**src/rtl/div_seq8x4_if.sv**
```systemverilog
// rtl/div_seq8x4_if.sv - start/done handshake and operand/result bus for the sequential 8/4 divider
interface div_seq8x4_if;
    logic       start;
    logic [7:0] N;
    logic [3:0] D;
    logic [7:0] Q;
    logic [3:0] R;
    logic       busy;
    logic       done;
    logic       dbz;

    modport master (output start, N, D, input Q, R, busy, done, dbz);
    modport slave  (input start, N, D, output Q, R, busy, done, dbz);
endinterface

```
**src/rtl/div_seq8x4.sv**
```systemverilog
// rtl/div_seq8x4.sv - restoring divider, 8-bit dividend by 4-bit divisor, one quotient bit per clock
module div_seq8x4 (
    input  logic         clk,
    input  logic         rst,
    div_seq8x4_if.slave  bus
);
    typedef enum logic [1:0] {
        IDLE = 2'd0,
        RUN  = 2'd1,
        DONE = 2'd2
    } state_t;

    state_t     state;
    state_t     state_next;
    logic [7:0] dividend;
    logic [3:0] divisor;
    logic [3:0] rem;
    logic [2:0] count;
    logic [7:0] q_reg;
    logic [3:0] r_reg;
    logic       dbz_reg;

    logic       accept;
    logic [4:0] trial;
    logic       ge;
    logic [3:0] rem_next;
    logic [7:0] dividend_next;

    // t - D always fits in 4 bits because t < 2*D, so the subtract can drop the carry
    always_comb begin
        accept        = ((state == IDLE) || (state == DONE)) && bus.start;
        trial         = {rem, dividend[7]};
        ge            = (trial >= {1'b0, divisor});
        rem_next      = ge ? (trial[3:0] - divisor) : trial[3:0];
        dividend_next = {dividend[6:0], ge};
    end

    always_comb begin
        state_next = state;
        case (state)
            IDLE, DONE: begin
                if (bus.start) begin
                    state_next = (bus.D == 4'd0) ? DONE : RUN;
                end else begin
                    state_next = IDLE;
                end
            end
            RUN: begin
                if (count == 3'd7) begin
                    state_next = DONE;
                end
            end
            default: state_next = IDLE;
        endcase
    end

    always_ff @(posedge clk or posedge rst) begin
        if (rst) begin
            state <= IDLE;
        end else begin
            state <= state_next;
        end
    end

    always_ff @(posedge clk or posedge rst) begin
        if (rst) begin
            dividend <= 8'd0;
            divisor  <= 4'd0;
            rem      <= 4'd0;
            count    <= 3'd0;
            q_reg    <= 8'd0;
            r_reg    <= 4'd0;
            dbz_reg  <= 1'b0;
        end else if (accept) begin
            if (bus.D != 4'd0) begin
                dividend <= bus.N;
                divisor  <= bus.D;
                rem      <= 4'd0;
                count    <= 3'd0;
                dbz_reg  <= 1'b0;
            end else begin
                q_reg    <= 8'hFF;
                r_reg    <= 4'h0;
                dbz_reg  <= 1'b1;
            end
        end else if (state == RUN) begin
            rem      <= rem_next;
            dividend <= dividend_next;
            count    <= count + 3'd1;
            // Results publish only on the final iteration so Q/R never show partial values
            if (count == 3'd7) begin
                q_reg <= dividend_next;
                r_reg <= rem_next;
            end
        end
    end

    assign bus.Q    = q_reg;
    assign bus.R    = r_reg;
    assign bus.dbz  = dbz_reg;
    assign bus.busy = (state == RUN);
    assign bus.done = (state == DONE);
endmodule
```
**src/flat_wrapper.sv**
```systemverilog
// flat-port wrapper written by rule: the top's interface ports become plain ports
module div_seq8x4_flat 
  (clk, rst, bus_start, bus_N, bus_D, bus_Q, bus_R, bus_busy, bus_done, bus_dbz);
  div_seq8x4_if bus_i ();
  input  logic clk;
  input  logic rst;
  input wire logic [$bits(bus_i.start)-1:0] bus_start;
  input wire logic [$bits(bus_i.N)-1:0] bus_N;
  input wire logic [$bits(bus_i.D)-1:0] bus_D;
  output wire logic [$bits(bus_i.Q)-1:0] bus_Q;
  output wire logic [$bits(bus_i.R)-1:0] bus_R;
  output wire logic [$bits(bus_i.busy)-1:0] bus_busy;
  output wire logic [$bits(bus_i.done)-1:0] bus_done;
  output wire logic [$bits(bus_i.dbz)-1:0] bus_dbz;
  assign bus_i.start = bus_start;
  assign bus_i.N = bus_N;
  assign bus_i.D = bus_D;
  assign bus_Q = bus_i.Q;
  assign bus_R = bus_i.R;
  assign bus_busy = bus_i.busy;
  assign bus_done = bus_i.done;
  assign bus_dbz = bus_i.dbz;
  div_seq8x4 u_core (.clk(clk), .rst(rst), .bus(bus_i));
endmodule
```
**config.mk**
```make
export PLATFORM = sky130hd
export DESIGN_NAME = div_seq8x4_flat
export DESIGN_NICKNAME = d
export VERILOG_FILES = /design/src/rtl/div_seq8x4_if.sv /design/src/rtl/div_seq8x4.sv /design/src/flat_wrapper.sv
export SDC_FILE = /design/constraint.sdc
export NUM_CORES = 1
export LEC_CHECK = 0
export BUFFER_PORTS_ARGS = -buffer_cell sky130_fd_sc_hd__clkbuf_2
export CAP_MARGIN = 20
export CORE_ASPECT_RATIO = 0.7
export CORE_UTILIZATION = 35
export DETAILED_ROUTE_END_ITERATION = 8
export PLACE_DENSITY = 0.52
export SLEW_MARGIN = 40
export SYNTH_ARGS = -nofsm -noshare
export SYNTH_HDL_FRONTEND = slang
export SYNTH_SLANG_ARGS = --single-unit
export TNS_END_PERCENT = 20
```
**constraint.sdc**
```tcl
create_clock -name clk -period 3.56 [get_ports clk]
set_clock_uncertainty 0.05 [all_clocks]
set_input_delay 0.178 -clock clk [delete_from_list [all_inputs] [get_ports clk]]
set_output_delay 0.178 -clock clk [all_outputs]
set_load 0.02 [all_outputs]
```
==> run metrics, run 1 <==
Syn Nets between 150 and 200; synthesized cell area roughly 1700 sq um; Worst path slowest cell o21ai_2; fmax 0.491 GHz; Post-synth EDFFs 0; clock tree buffer depth 2; Crit path max-delay family simple AND/OR/NAND/NOR gates; Die Height approximately 60 microns; post-synthesis sequential area ratio 51.3%; arrival time worst endpoint 2110 ps; first-pass GRT wire length 6.14 mm; main flop type after synthesis dfrtp_1; DP Worst Slack 1510 ps; static leakage 0.914 nW; Worst-Margin Slew a little over 600 ps; switching pwr between 800 and 900 uW; Worst R2R Setup Slack roughly 1500 ps; Final Max Slew Viols 0; cell area after layout ~1900 sq um; core area between 4000 and 5000 sq um; Avg Vias per Cell roughly 5.1; met1 WL between 1.5 and 2 mm; fin crit period just over 2000 ps; Switching Fraction 43.8%; Rel. slew slack between 50 and 60%; final WL approximately 3.7 mm; CTS tree yes; Crit Path Max Fanout 13; post-layout util 43.3%; DR WL met2 1.62 mm; later-pin clock latency in the skew report between 200 and 300 ps; peak supply drop ~0.32 mV; First-pass DRT Iterations 6; vias in the first global route approximately 1200; Max Cap Viol 0; Via Count between 1000 and 1500; Nets around 210; GP Congestion approximately 0.86; CTS buffer count 5; Overflow after GRT 0; # H-tree levels 2; Routed Antenna Nets 0; post-synth cell types between 40 and 50; row cnt 20; crit-path max cell delay about 400 ps; Power Dens Cells 1070 nW/um^2; Hold Crit Class in -> reg; Required @ worst endpoint between 3000 and 4000 ps; clk slew on worst S/H paths 70 ps; Port Buffers 29; RSZ-0062 raised after global routing no; violated checks DRC; post-synthesis register bit count 34; n_diodes 0; Total GRT Usage approximately 16%; Iter 0 DRT Violations 85; drt drc 2; fin crit share between 50% and 60%; setup violators final 0; Die ar. ~5000 sq um; internal power component ~1.2 mW; root cell of the clock tree clkbuf_8; sequential share of power a little over a third; Clk pwr share between 10 and 15%; initial antenna violation count 0; average routed wire per standard cell approximately 15 microns; total negative slack 0 ps; io pins 30; Hold WS 82.9 ps; final hold violation count 0; critical path class reg -> reg; Die W between 80 and 90 microns; DP Area about 1800 sq um; Starting Density between 30% and 40%; post-synthesis average cell area 10.4 sq um; Worst Slack Setup Final ~1500 ps; pin count of the biggest net entering global routing 35; Synth-to-Final Area Change 16.2%; FFs w/ async S/R, synth between 90% and 100%; Comb pwr share about half; highest metal used met4; Crit path buffers/inverters 1; nature of the critical path endpoint register; met3 WL roughly 170 microns; HPWL after detailed placement 2.75 mm; post-synthesis cell count 160; CP Launch Type register; Synth warnings 0; CP cell instances nand2b_1 -> inv_2 -> nand2_1 -> o21ai_2 -> o32ai_1; status complete, but fails checks; Num Clock Sinks 34; layout cells sized above 1 22.9%
[cells by family (layout without fill, tap and decap cells)]
logic type               Yosys count  in the layout  share of synthesized area (%)
AO/OA/AOI/OAI                     48             48                           22.2
XOR/XNOR                           1              1                          0.528
adder cells (fa/ha/maj)            7              7                           5.73
buffers and inverters             19             51                           5.96
flip-flops                        34             34                           51.3
AND/OR/NAND/NOR                   51             51                           14.3
[tightest hold or removal path, cell delays in order]
cell and delay (ps):
clkbuf_2 80, nand2_1 50, a31oi_1 70
[routing by layer]
| metal | global-route usage (%) | up-vias |
|---|---|---|
| met5 | 0 | - |
| met3 | 5.15 | 2 |
| li1 | - | 630 |
| met4 | 2.96 | 0 |
| met2 | 24.7 | 30 |
| met1 | 22.8 | 600 |
[synthesized netlist by cell type (all sizes together), types with 3 or more instances]
cell type	count	area, sq um
nor2	10	37.5
a22o	4	36.3
buf	5	45.0
o21ai	5	28.8
a21oi	6	30.0
ha	6	75.1
a31oi	7	43.8
o32ai	4	42.6
o31ai	3	22.5
o22a	8	70.1
inv	12	45.0
dfrtp	34	851
nand2	26	97.6
[through the flow]
| step | power (mW) | instances |
|---|---|---|
| after global placement | 1.75 | 238 |
| after floorplan | 1.50 | 160 |
| after CTS | 2.07 | 247 |
| after global routing | 2.24 | 247 |
| after detailed placement | 1.77 | 238 |
| final | 2.05 | 247 |
[power by group through the flow]
stage / clock [mW] / combinational (mW) / sequential (mW)
CTS: 0.296 / 1.04 / 0.728
global placement: 0 / 1.02 / 0.732
finish: 0.289 / 1.04 / 0.728
global route: 0.315 / 1.17 / 0.749
floorplan: 0 / 0.723 / 0.781
detailed placement: 0 / 1.04 / 0.733
[path summary, 6_finish.rpt]
| kind | start | endpoint | cells after the start |
|---|---|---|---|
| worst max-delay path | u_core.state[1] | u_core.bus.R[2] | 5 |
| min in group asynchronous | rst | u_core.dividend[4] | 4 |
| max in group asynchronous | rst | u_core.bus.R[3] | 4 |
| worst min-delay path | bus_N[5] | u_core.dividend[5] | 3 |
| worst max register to register | u_core.state[1] | u_core.bus.R[2] | 5 |
| worst min register to register | u_core.bus.dbz | u_core.bus.dbz | 1 |
[final cells by class]
type | count | area (sq um)
timing repair buffer | 31 | 163
clock inverter | 1 | 5.00
multi-input combinational | 107 | 709
sequential | 34 | 851
tap | 55 | 68.8
clock buffer | 7 | 86.3
inverter | 12 | 45.0
fill | 463 | 2530
[layout by cell type (no fill, tap or decap), types with 2 or more instances in the layout]
cell	Yosys	final
o21a_1	2	2
ha_1	6	6
o211ai_1	2	2
a21oi_1	6	6
o32ai_1	3	3
nand3_1	2	2
o21ai_0	3	3
nor2b_1	2	2
o22a_1	8	8
o31ai_1	3	3
nand2b_1	2	2
and3_1	2	2
inv_1	11	11
a22o_1	3	3
clkbuf_8	0	6
clkbuf_2	1	29
dfrtp_1	34	34
nand2_1	26	26
nor2_1	10	10
a31oi_1	7	7
[timing repair]
item | 4_1_cts | 5_1_grt
resized for setup | 0 | 0
hold endpoints to repair | 34 | 0
endpoints found under the setup margin | 0 | 0
setup buffers | 0 | 0
hold buffers | 1 | 0
Power figures use the tool's default switching activity.
==> inputs of run 2 (changes only) <==
==> constraint.sdc (replaced) <==
create_clock -name clk -period 1.9 [get_ports clk]
set_clock_uncertainty 0.05 [all_clocks]
set_input_delay 0.095 -clock clk [delete_from_list [all_inputs] [get_ports clk]]
set_output_delay 0.095 -clock clk [all_outputs]
set_load 0.02 [all_outputs]
==> run 2 against run 1 <==
Against the previous run: cell count grew 7.3%; utilization grew 4.0 points; total power grew 99%; the flow still finishes with violations (DRC); register-to-register slack lost 1500 ps; hold slack lost 69 ps; non-clock buffer count grew 18; clock power grew 93%; global-route usage grew 1.2 points; routed wire length grew 6.5%; critical path depth is the same; sequential cell count is the same; largest cell class unchanged.
==> run metrics, run 2 (synthesis results as in run 1) <==
First-pass DRT Iterations 6; drt drc 2; root cell of the clock tree clkbuf_8; average routed wire per standard cell about 15 microns; n_diodes 0; final hold violation count 0; first-pass GRT wire length between 6 and 7 mm; multi-input logic area 733 sq um; nature of the critical path endpoint register; GR Layer Usage met3 about 4.6%; HPWL after detailed placement around 2.8 mm; CP Launch Type register; Post-CTS Setup Bufs 0; Num Clock Sinks 34; Iter 0 DRT Violations between 100 and 150; area occupied by registers roughly 850 sq um; GP Congestion between 0.9 and 1; Power Dens Cells around 2000 nW/um^2; pin count of the biggest net entering global routing 35; Routed Antenna Nets 0; Worst-Margin Slew between 400 and 500 ps; fmax between 0.5 and 0.6 GHz; final WL between 3 and 4 mm; Rel. slew slack 69.2%; # H-tree levels 2; most common cell after layout, fill and taps aside dfrtp_1; peak supply drop between 0.7 and 0.8 mV; post-layout util 47.2%; RSZ-0062 raised after global routing yes; Required @ worst endpoint 2050 ps; clk slew on worst S/H paths 70 ps; setup violators final 0; Starting Density 37.2%; Hold Crit Class in -> reg; layout cells sized above 1 28.1%; clock tree buffer depth 2; Avg Vias per Cell between 5 and 6; grt met2 use around 24%; row cnt 20; status complete, but fails checks; Die Height 59.6 microns; critical path class reg -> reg; Overflow after GRT 0; fin crit share between 90% and 100%; # fillers roughly 450; Nets 231; Via Count about 1400; Final Max Slew Viols 0; Port Buffers 29; core area 4450 sq um; CTS buffer count 5; cell area after layout around 2100 sq um; static leakage ~1.0 nW; vias in the first global route about 1300; fin crit period around 1900 ps; Die ar. around 5000 sq um; gr busiest metal met1; Max Cap Viol 0; Total GRT Usage 17.4%; arrival time worst endpoint approximately 2000 ps; met1 capacity usage during global routing between 20% and 30%; most frequent cells in the layout dfrtp_1, clkbuf_2, nand2_1, buf_4, inv_1; DP Area approximately 1900 sq um; violated checks DRC; later-pin clock latency in the skew report around 290 ps; initial antenna violation count 0; CTS tree yes; Synth-to-Final Area Change 26.8%; Die W ~84 microns; io pins 30; Crit Path Max Fanout 6
-- run 2: repair_timing --
action                                  CTS  global route
hold buffers                              8             0
endpoints found under the hold margin    41             0
endpoints found under the setup margin    0             6
gates resized for setup                   0             5
-- run 2: cell type report --
type	instances	share of cell area, %
clock buffer	7	4.10
clock inverter	1	0.238
inverter	12	2.14
multi-input combinational	107	34.8
sequential	34	40.4
tap	55	3.27
timing repair buffer	49	15.0
-- run 2: worst max-delay path: stages (launching register included) --
cell	delay (ps)
dfrtp_1	400
ha_1	320
or2_1	230
a211o_1	330
and3_1	240
o32ai_2	200
-- run 2: final timing paths --
| check | startpoint | to | slack (ps) | cells after the start |
|---|---|---|---|---|
| min reg2reg | u_core.bus.Q[1] | u_core.bus.Q[1] | 440 | 1 |
| min | bus_D[0] | u_core.divisor[0] | 10 | 2 |
| max in group asynchronous | rst | u_core.dividend[1] | 1120 | 4 |
| max reg2reg | u_core.rem[1] | u_core.rem[0] | 40 | 5 |
| min in group asynchronous | rst | u_core.dividend[3] | 370 | 4 |
| max | u_core.rem[1] | u_core.rem[0] | 40 | 5 |
-- run 2: layer usage --
metal / wire (microns) / vias up
met5: 0 / -
met4: 63 / 0
met3: 174 / 8
met2: 1640 / 32
met1: 2060 / 659
li1: - / 670
-- run 2: report_power, final --
group / internal, mW / switching [mW] / total [mW]
registers: 1.09 / 0.242 / 1.34
logic: 0.952 / 1.25 / 2.20
clock network: 0.292 / 0.266 / 0.558
-- run 2: stage by stage --
step / setup slack [ps] / instances / TNS, ps / power (mW) / hold WS (ps)
2_1_floorplan: 77.8 / 160 / 0 / 2.82 / 185
3_3_place_gp: 66.3 / 249 / 0 / 3.39 / 145
4_1_cts: 8.43 / 265 / 0 / 4.01 / 6.94
6_report: 35.5 / 265 / 0 / 4.10 / 14.0
3_5_place_dp: 10.9 / 249 / 0 / 3.43 / 162
5_1_grt: -23.3 / 265 / -64.1 / 4.41 / 8.27
==> inputs of run 3 (changes only) <==
--- a/config.mk
+++ b/config.mk
@@ -5,12 +5,13 @@
 export SDC_FILE = /design/constraint.sdc
 export NUM_CORES = 1
 export LEC_CHECK = 0
+export ABC_AREA = 1
 export BUFFER_PORTS_ARGS = -buffer_cell sky130_fd_sc_hd__clkbuf_2
 export CAP_MARGIN = 20
 export CORE_ASPECT_RATIO = 0.7
 export CORE_UTILIZATION = 35
 export DETAILED_ROUTE_END_ITERATION = 8
-export PLACE_DENSITY = 0.52
+export PLACE_DENSITY_LB_ADDON = 0.05
 export SLEW_MARGIN = 40
 export SYNTH_ARGS = -nofsm -noshare
 export SYNTH_HDL_FRONTEND = slang
==> run 3 against run 2 <==
Against the previous run: the flow still finishes with violations (DRC); clock power up 17%; sequential power down 4%; die area up 0.29%; hold slack better by 8.8 ps; routed wire length down 9.1%; critical path depth up 4; worst setup slack better by 120 ps; critical endpoint is now u_core.rem[1].
==> run metrics, run 3 <==
first-pass GRT wire length between 6 and 7 mm; RR Endpoint u_core.rem[1]; HPWL after detailed placement 2.61 mm; most common cell in the netlist nand2_1; Synth warnings 0; Synth top area share 51.1%; # H-tree levels 2; synthesized cell area 1660 sq um; GP Congestion roughly 0.83; total chip power around 3.9 mW; io pins 30; core area ~4500 sq um; Hold Crit Class in -> reg; static leakage 1.07 nW; final WL 3.58 mm; Avg Vias per Cell ~4.7; Power Dens Cells 1950 nW/um^2; post-synth top area cell dfrtp_1; post-synth cell types 25; setup violators final 0; Nets 251; Required @ worst endpoint roughly 2000 ps; CTS tree yes; Post-synth EDFFs 0; Die Height just under 60 microns; Crit Path Max Fanout 6; status complete, but fails checks; FFs w/ async S/R, synth between 90% and 100%; Via Count 1343; Synth-to-Final Area Change 20.2%; Routed Antenna Nets 0; Hold Path Cell Cnt 3; violated checks DRC; post-layout util 44.9%; # fillers roughly 460; Worst R2R Setup Slack approximately 160 ps; CP Launch Type register; Total GRT Usage around 17%; Worst Hold End u_core.dividend[0]; R2R Path Start u_core.rem[1]; Starting Density between 30 and 40%; final hold violation count 0; post-synthesis register bit count 34; clk slew on worst S/H paths 70 ps; most frequent cells in the layout nand2_1, dfrtp_1, clkbuf_2, inv_1, nor2_1; initial antenna violation count 0; fmax between 0.5 and 0.6 GHz; fin crit share about 92%; Die ar. between 5000 and 6000 sq um; row cnt 20; worst hold start bus_N[0]; average routed wire per standard cell about 13 microns; Overflow after GRT 0; nature of the critical path endpoint register; Worst-Margin Slew approximately 440 ps; root cell of the clock tree clkbuf_8; most common cell after layout, fill and taps aside nand2_1; main flop type after synthesis dfrtp_1; Syn Nets roughly 220; Die W roughly 84 microns; Port Buffers 29; Final Max Slew Viols 0; pin count of the biggest net entering global routing 35; most frequent cells after synthesis nand2_1, dfrtp_1, inv_1; clock tree buffer depth 2; critical path class reg -> reg; Num Clock Sinks 34; n_diodes 0; total negative slack 0 ps; peak supply drop between 0.6 and 0.7 mV; later-pin clock latency in the skew report between 200 and 300 ps; Post-CTS Setup Bufs 0; fin crit period roughly 1700 ps; post-synthesis average cell area 8.62 sq um; layout cells sized above 1 about a quarter; vias in the first global route approximately 1400; Iter 0 DRT Violations 88; Rel. slew slack a little under three quarters; Reg2Reg Depth 9; Max Cap Viol 0; post-synthesis cell count between 150 and 200; Synth area leaders dfrtp_1, nand2_1, ha_1, inv_1, o21ai_0; arrival time worst endpoint between 1500 and 2000 ps; drt drc 6; CTS buffer count 5; First-pass DRT Iterations 8; post-synthesis sequential area ratio between 50 and 60%
[run 3: logic make-up after synthesis]
| family | Yosys count | synth area share [%] |
|---|---|---|
| buffers and inverters | 28 | 7.44 |
| AOI/OAI and AO/OA | 31 | 11.9 |
| and+or+nand+nor | 92 | 23.3 |
| DFF | 34 | 51.1 |
| adders and majority gates | 7 | 5.71 |
| xor gates and xnor gates | 1 | 0.526 |
[run 3: final cells by class]
| class | count | area (sq um) | share of cell area (%) |
|---|---|---|---|
| Clock buffer | 7 | 76.3 | 3.82 |
| Clock inverter | 1 | 30.0 | 1.50 |
| Inverter | 22 | 85.1 | 4.26 |
| Multi-Input combinational cell | 131 | 696 | 34.8 |
| Sequential cell | 34 | 851 | 42.6 |
| Tap cell | 55 | 68.8 | 3.44 |
| Timing Repair Buffer | 35 | 193 | 9.64 |
[run 3: worst max-delay path: stages, from the launching register on]
cell and delay, ps:
dfrtp_1 400, ha_1 370, a21oi_2 180, nand2_1 70
nand2_1 150, nand2_2 120, nand3_1 100, nand2_1 80
nand2_1 70, nand2_1 40
[run 3: metrics by stage]
stage / hold slack (ps) / setup slack [ps] / cells / cell area [sq um]
after floorplan: 187 / 289 / 193 / 1660
after global placement: 147 / 165 / 276 / 1880
after detailed placement: 159 / 97.3 / 276 / 1880
after CTS: 13.4 / 86.5 / 285 / 1990
after global routing: 44.0 / -12.6 / 285 / 2000
final: 22.8 / 158 / 285 / 2000
[run 3: what timing repair did]
action	CTS	global route
hold buffers	1	0
gates resized for setup	0	2
endpoints found under the hold margin	34	0
endpoints found under the setup margin	0	9
[run 3: where the power goes]
| part | internal (mW) | switching, mW |
|---|---|---|
| clock | 0.392 | 0.260 |
| combinational | 0.739 | 1.22 |
| sequential | 1.07 | 0.211 |
| total | 2.21 | 1.69 |
[run 3: worst max-delay path by stage]
stage	startpoint	slack, ps	depth (start not counted)	end
6_report	u_core.rem[1]	160	9	u_core.rem[1]
5_1_grt	u_core.rem[1]	-10	9	u_core.rem[3]
4_1_cts	u_core.rem[1]	90	9	u_core.rem[1]
3_5_place_dp	u_core.rem[1]	100	9	u_core.bus.R[1]
3_3_place_gp	u_core.rem[1]	160	9	u_core.bus.R[3]
2_1_floorplan	u_core.rem[1]	290	9	u_core.rem[1]
[run 3: routing by layer]
metal  up-vias  GRT usage (%)  wire length, microns  share of wire [%]
met3         4           5.94                   155                4.3
met5         -              0                     0                  0
met4         0           4.60                    29               0.81
met1       634           23.1                  1830                 51
li1        683              -                     -                  -
met2        22           25.9                  1560                 44
